## src/rtl/axil_master_bridge_pkg.sv

```systemverilog
// axil_master_bridge_pkg: bridge FSM state encodings and abort read-data constant.
// Rev 1.0
`default_nettype none
package axil_master_bridge_pkg;

  typedef enum logic [2:0] {
    AXIM_S_IDLE = 3'd0,
    AXIM_S_WR   = 3'd1,
    AXIM_S_RD_A = 3'd2,
    AXIM_S_RD_D = 3'd3,
    AXIM_S_RESP = 3'd4
  } axim_state_t;

  localparam logic [31:0] AXIM_ERR_DATA = 32'hDEAD_BEEF;

endpackage
`default_nettype wire

```

## src/rtl/axil_master_bridge_wdog.sv

```systemverilog
// axil_master_bridge_wdog: counts busy cycles, one-cycle expire pulse at LIMIT.
// Rev 1.0
`default_nettype none
module axil_master_bridge_wdog #(
  parameter int LIMIT = 255
) (
  input  logic clk,
  input  logic rst_n,
  input  logic run,
  output logic expire
);

  localparam int CW = $clog2(LIMIT + 1);

  logic [CW-1:0] cnt;

  // cnt==k means run has been high for k cycles before this one
  assign expire = run && (cnt == CW'(LIMIT - 1));

  always_ff @(posedge clk or negedge rst_n) begin
    if (!rst_n) begin
      cnt <= '0;
    end else if (!run || expire) begin
      cnt <= '0;
    end else begin
      cnt <= cnt + 1'b1;
    end
  end

endmodule
`default_nettype wire

```

## src/rtl/axil_master_bridge.sv

```systemverilog
// axil_master_bridge: single-outstanding core bus to AXI4-Lite (no B channel) master.
// Optional stall abort via AXIM_TIMEOUT_EN. Rev 1.0
`default_nettype none
module axil_master_bridge
  import axil_master_bridge_pkg::*;
#(
  parameter int AW          = 32,
  parameter int DW          = 32,
  parameter int TIMEOUT_CYC = 255
) (
  input  logic            clk,
  input  logic            rst_n,
  input  logic            req_valid,
  output logic            req_ready,
  input  logic            req_we,
  input  logic [AW-1:0]   req_addr,
  input  logic [DW-1:0]   req_wdata,
  input  logic [DW/8-1:0] req_sel,
  output logic            rsp_valid,
  input  logic            rsp_ready,
  output logic [DW-1:0]   rsp_rdata,
  output logic            rsp_err,
  output logic [AW-1:0]   m_awaddr,
  output logic            m_awvalid,
  input  logic            m_awready,
  output logic [DW-1:0]   m_wdata,
  output logic [DW/8-1:0] m_wstrb,
  output logic            m_wvalid,
  input  logic            m_wready,
  output logic [AW-1:0]   m_araddr,
  output logic            m_arvalid,
  input  logic            m_arready,
  input  logic [DW-1:0]   m_rdata,
  input  logic            m_rvalid,
  output logic            m_rready
);

  axim_state_t     state, state_nxt;
  logic [AW-1:0]   addr_q;
  logic [DW-1:0]   wdata_q;
  logic [DW/8-1:0] sel_q;
  logic [DW-1:0]   rdata_q;
  logic            aw_done, w_done;
  logic            aw_hs, w_hs;
  logic            expire;

  assign m_awaddr  = addr_q;
  assign m_araddr  = addr_q;
  assign m_wdata   = wdata_q;
  assign m_wstrb   = sel_q;
  assign rsp_rdata = rdata_q;

  always_ff @(posedge clk or negedge rst_n) begin
    if (!rst_n) state <= AXIM_S_IDLE;
    else        state <= state_nxt;
  end

  always_comb begin
    state_nxt = state;
    req_ready = 1'b0;
    rsp_valid = 1'b0;
    m_awvalid = 1'b0;
    m_wvalid  = 1'b0;
    m_arvalid = 1'b0;
    m_rready  = 1'b0;
    aw_hs     = 1'b0;
    w_hs      = 1'b0;
    case (state)
      AXIM_S_IDLE: begin
        req_ready = 1'b1;
        if (req_valid) state_nxt = req_we ? AXIM_S_WR : AXIM_S_RD_A;
      end
      AXIM_S_WR: begin
        m_awvalid = !aw_done;
        m_wvalid  = !w_done;
        aw_hs     = m_awvalid && m_awready;
        w_hs      = m_wvalid && m_wready;
        if ((aw_done || aw_hs) && (w_done || w_hs)) state_nxt = AXIM_S_RESP;
      end
      AXIM_S_RD_A: begin
        m_arvalid = 1'b1;
        if (m_arready) state_nxt = AXIM_S_RD_D;
      end
      AXIM_S_RD_D: begin
        m_rready = 1'b1;
        if (m_rvalid) state_nxt = AXIM_S_RESP;
      end
      AXIM_S_RESP: begin
        rsp_valid = 1'b1;
        if (rsp_ready) state_nxt = AXIM_S_IDLE;
      end
      default: state_nxt = AXIM_S_IDLE;
    endcase
    // An abort wins over a same-cycle handshake so the error response is unambiguous
    if (expire) state_nxt = AXIM_S_RESP;
  end

  always_ff @(posedge clk or negedge rst_n) begin
    if (!rst_n) begin
      addr_q  <= '0;
      wdata_q <= '0;
      sel_q   <= '0;
      rdata_q <= '0;
      aw_done <= 1'b0;
      w_done  <= 1'b0;
    end else if (expire) begin
      rdata_q <= DW'(AXIM_ERR_DATA);
    end else begin
      case (state)
        AXIM_S_IDLE: begin
          if (req_valid) begin
            addr_q  <= req_addr;
            wdata_q <= req_wdata;
            sel_q   <= req_sel;
            rdata_q <= '0;
            aw_done <= 1'b0;
            w_done  <= 1'b0;
          end
        end
        AXIM_S_WR: begin
          if (aw_hs) aw_done <= 1'b1;
          if (w_hs)  w_done  <= 1'b1;
        end
        AXIM_S_RD_D: begin
          if (m_rvalid) rdata_q <= m_rdata;
        end
        default: ;
      endcase
    end
  end

`ifdef AXIM_TIMEOUT_EN
  logic err_q;
  logic busy;

  assign busy    = (state == AXIM_S_WR) || (state == AXIM_S_RD_A) || (state == AXIM_S_RD_D);
  assign rsp_err = err_q;

  axil_master_bridge_wdog #(.LIMIT(TIMEOUT_CYC)) u_wdog (
    .clk    (clk),
    .rst_n  (rst_n),
    .run    (busy),
    .expire (expire)
  );

  always_ff @(posedge clk or negedge rst_n) begin
    if (!rst_n)                                   err_q <= 1'b0;
    else if (expire)                              err_q <= 1'b1;
    else if (state == AXIM_S_IDLE && req_valid)   err_q <= 1'b0;
  end
`else
  logic unused_timeout_cfg;
  assign unused_timeout_cfg = |TIMEOUT_CYC;
  assign expire  = 1'b0;
  assign rsp_err = 1'b0;
`endif

endmodule
`default_nettype wire

```

## config.mk

```make
export PLATFORM = sky130hd
export DESIGN_NAME = axil_master_bridge
export DESIGN_NICKNAME = d
export VERILOG_FILES = /design/src/rtl/axil_master_bridge_pkg.sv /design/src/rtl/axil_master_bridge_wdog.sv /design/src/rtl/axil_master_bridge.sv
export SDC_FILE = /design/constraint.sdc
export NUM_CORES = 1
export LEC_CHECK = 0
export ABC_AREA = 1
export CORE_MARGIN = 3
export CORE_UTILIZATION = 55
export CTS_BUF_LIST = sky130_fd_sc_hd__clkbuf_4
export CTS_CLUSTER_DIAMETER = 120
export DETAILED_ROUTE_END_ITERATION = 6
export DONT_BUFFER_PORTS = 1
export HOLD_SLACK_MARGIN = 0.05
export PLACE_DENSITY = 0.7
export SETUP_SLACK_MARGIN = 0.05
export SLEW_MARGIN = 10
export SYNTH_ARGS = -nofsm -noshare
export SYNTH_HDL_FRONTEND = slang
export SYNTH_SLANG_ARGS = --single-unit
```

## constraint.sdc

```tcl
create_clock -name clk -period 1.5 [get_ports clk]
set_clock_uncertainty 0.05 [all_clocks]
set_input_delay 0.3 -clock clk [delete_from_list [all_inputs] [get_ports clk]]
set_output_delay 0.3 -clock clk [all_outputs]
set_load 0.05 [all_outputs]
```

==> metrics.md <==
| Metric | Value |
|---|---|
| Post-DRT Antenna Nets | 0 |
| Lkg Pwr | 0.003320 uW |
| Max Transition Viols Final | 0 |
| Worst Path Required | 1150 ps |
| Power density normalized to cell area | 2716 nW/um^2 |
| Multiplexer share of the synthesized area | 0 |
| Core footprint | 7807 um^2 |
| Largest incremental delay on the critical path | 450 ps |
| Final count of negative-setup-slack endpoints | 103 |
| Worst setup slack after layout | -343.9 ps |
| Clock latency at the later pin of the worst-skew pair | 450 ps |
| Crit start category | register |
| CTS Root Cell | sky130_fd_sc_hd__clkbuf_4 |
| Final count of hold timing violations | 105 |
| IR Drop Worst-Case VDD | 1.665 mV |
| Cell count of the worst reg-to-reg path | 8 |
| Maximum clock insertion buffer count | 2 |
| Share of the synthesized area in compound gates (AO/OA/AOI/OAI) | 0.03711 |
| Cell chain of the critical path | buf_6 > inv_1 > nand2_2 > inv_2 > buf_12 |
| Die Area | 9207 um^2 |
| Top Ports | 248 |
| Critical Path AT | 1490 ps |
| Violated checks | negative hold slack, negative setup slack |
| Cell accounting for the most synthesized area | sky130_fd_sc_hd__dfrtp_1 |
| Total design power | 18210 uW |
| Count of vias placed by the detailed router | 4159 |
| Average cell area after synthesis | 8.659 um^2 |
| Adder-cell share of the synthesized area | 0 |
| Clock tree from TritonCTS | done |
| Layout overhead on the synthesized area | 50.66% |
| Area of combinational cells with multiple inputs | 1370 um^2 |
| Net count of the mapped netlist | 623 |
| Antenna violations before repair | 1 |
| Number of hold buffers added after CTS | 105 |
| Remaining global-route overflow | 0 |
| Sequential share of the synthesized area | 0.5904 |
| Max-cap viol count | 0 |
| DRC violations left | 0 |
| Pin count of the biggest net entering global routing | 106 |
| Clk pin slew, worst setup/hold paths | 170 ps |
| Fin nets | 752 |
| Die width | 95.96 um |
| Slowest cell on the critical path | sky130_fd_sc_hd__dfrtp_1 |
| Wire length of the first global-routing pass | 20190 um |
| Combinational family with the most area after synthesis | simple AND/OR/NAND/NOR gates |
| Cell Rows | 32 |
| Vias/cell | 5.538 |
| XOR/XNOR Fraction of Synth Area | 0 |
| Starting Density | 0.5700 |
| Routed wire length | 15840 um |
| Global router's overall resource usage | 0.2950 |
| Number of sinks on the clock net | 105 |
| Via count of the first global-routing pass | 3992 |
| TritonCTS Buffers | 9 |
| Wire length per cell after detailed routing | 21.09 um |
| Type of the setup path with the least slack | register to output pin |
| Min-Delay Path Class | input port to asynchronous set/reset pin |
| Final Cycle Share | 1.229 |
| Share of Yosys cell area claimed by the top area cell type | 0.5904 |
| Post-Route Utilization | 0.8588 |
| Global placement routability congestion | 0.8819 |
| H-tree Lvls | 3 |
| Cells after Synth | 514 |
| Run status | complete, but fails checks |
| RSZ-0062 raised after global routing | yes |
| WHS | -540.7 ps |
| Distinct cell type count of the synthesized netlist | 19 |
| Synth top area cells | sky130_fd_sc_hd__dfrtp_1 (59%), sky130_fd_sc_hd__nand2_1 (18%), sky130_fd_sc_hd__buf_4 (6.1%) |
| Number of buffer cells added on primary ports | 0 |
| Number of flip-flops and latches in the synthesized netlist | 105 |
| Sequential cell area | 2714 um^2 |
| Category of the worst setup path capture point | output pin |
| Synthesized cell area | 4451 um^2 |
| Die Y | 95.96 um |
| Pre-antenna DRT Iters | 6 |
| Detailed placement HPWL | 7297 um |
| Number of warnings reported in the yosys synthesis log | 0 |
| Number of fillers in the final layout | 342 |
| Minimum period implied by the final worst setup slack | 1844 ps |
| Highest achievable clock rate | 542.3 MHz |
| Starting DRC count in detailed routing | 245 |
| Basic-gate share of the synthesized area counting and, or, nand and nor cells | 0.2508 |
| Critical path peak fanout | 4 |
| Layout cells sized above 1 | 0.2701 |
==> worst paths after layout <==
check / start / to / slack [ps]
max in group asynchronous: rst_n / m_wdata[6] / 1770
max reg2reg: state[1] / rsp_rdata[0] / -160
min reg2reg: m_araddr[22] / m_araddr[22] / 490
max: state[0] / m_arvalid / -340
min in group clk: m_rvalid / rsp_rdata[5] / 160
min: rst_n / m_wdata[19] / -540
==> cells in the mapped netlist (all sizes together) <==
| cell | count |
|---|---|
| o21ai | 33 |
| nand3 | 43 |
| conb | 1 |
| dfrtp | 105 |
| nand2 | 219 |
| clkbuf | 3 |
| inv | 41 |
| nand3b | 1 |
| nor2 | 13 |
| buf | 54 |
| nor3 | 1 |
==> repair_timing <==
| action | 4_1_cts | 5_1_grt |
|---|---|---|
| gates cloned | 2 | 7 |
| buffers inserted | 6 | 8 |
| endpoints found under the setup margin | 197 | 164 |
| resized for setup | 127 | 69 |
| pin swaps | 2 | 5 |
| endpoints found under the hold margin | 210 | 105 |
==> area by class of cell <==
| type | instances | area share |
|---|---|---|
| well taps | 102 | 0.01903 |
| multi-input cells | 311 | 0.2043 |
| inverters | 41 | 0.02519 |
| repair buffers | 175 | 0.3279 |
| clock buffers | 11 | 0.01232 |
| clock inverters | 5 | 0.006158 |
| flip-flops and latches | 105 | 0.4047 |
| diodes | 1 | 0.0003732 |
==> where the power goes <==
| group | total (uW) | switching (uW) | leakage [uW] | internal, uW |
|---|---|---|---|---|
| registers | 7900 | 3750 | 0.00125 | 4140 |
| clock network | 1350 | 957 | 0.0000637 | 391 |
| logic | 8960 | 5780 | 0.00200 | 3180 |
==> through the flow <==
| step | TNS, ps | setup slack [ps] | area, um^2 | instances |
|---|---|---|---|---|
| final | -9986 | -343.9 | 6705 | 751 |
| after global routing | -14880 | -392.4 | 6705 | 751 |
| after CTS | -4379 | -289.3 | 6223 | 735 |
| after detailed placement | -32.96 | -13.81 | 4637 | 606 |
| after global placement | 0 | 80.08 | 4637 | 606 |
| after floorplan | -262.0 | -131.0 | 4466 | 514 |
==> critical path, delay by kind of cell (launching register included) <==
kind | cells | cell delay [ps]
and+or+nand+nor | 1 | 100
buffers and inverters | 4 | 500
DFF | 1 | 450
==> routing by layer <==
metal  wire [um]  GRT usage
met5           0          0
met3        1560    0.09539
met4         690     0.1445
met1        5174     0.3129
met2        8415     0.5252
==> cell usage in the layout, fill, tap and decap left out, drive strengths merged <==
| master | instances |
|---|---|
| clkbuf | 16 |
| bufbuf | 1 |
| nand2 | 219 |
| diode | 1 |
| clkinvlp | 2 |
| nor3 | 1 |
| buf | 64 |
| dlygate4sd3 | 105 |
| nand3b | 1 |
| dfrtp | 105 |
| clkinv | 2 |
| nand3 | 43 |
| nor2 | 13 |
| inv | 42 |
| o21ai | 33 |
| conb | 1 |
==> kinds of logic (layout without fill, tap and decap cells) <==
family          Yosys count  in the layout
flops                   105            105
buf+inv                  98            232
simple gates            277            277
other cells               1              2
compound gates           33             33
==> state kept, by name, indices dropped and copies added, names as in the netlist <==
name	count
m_wdata	32
w_done	1
aw_done	1
m_araddr	32
m_wstrb	4
rsp_rdata	32
state	3
Power figures use the tool's default switching activity.
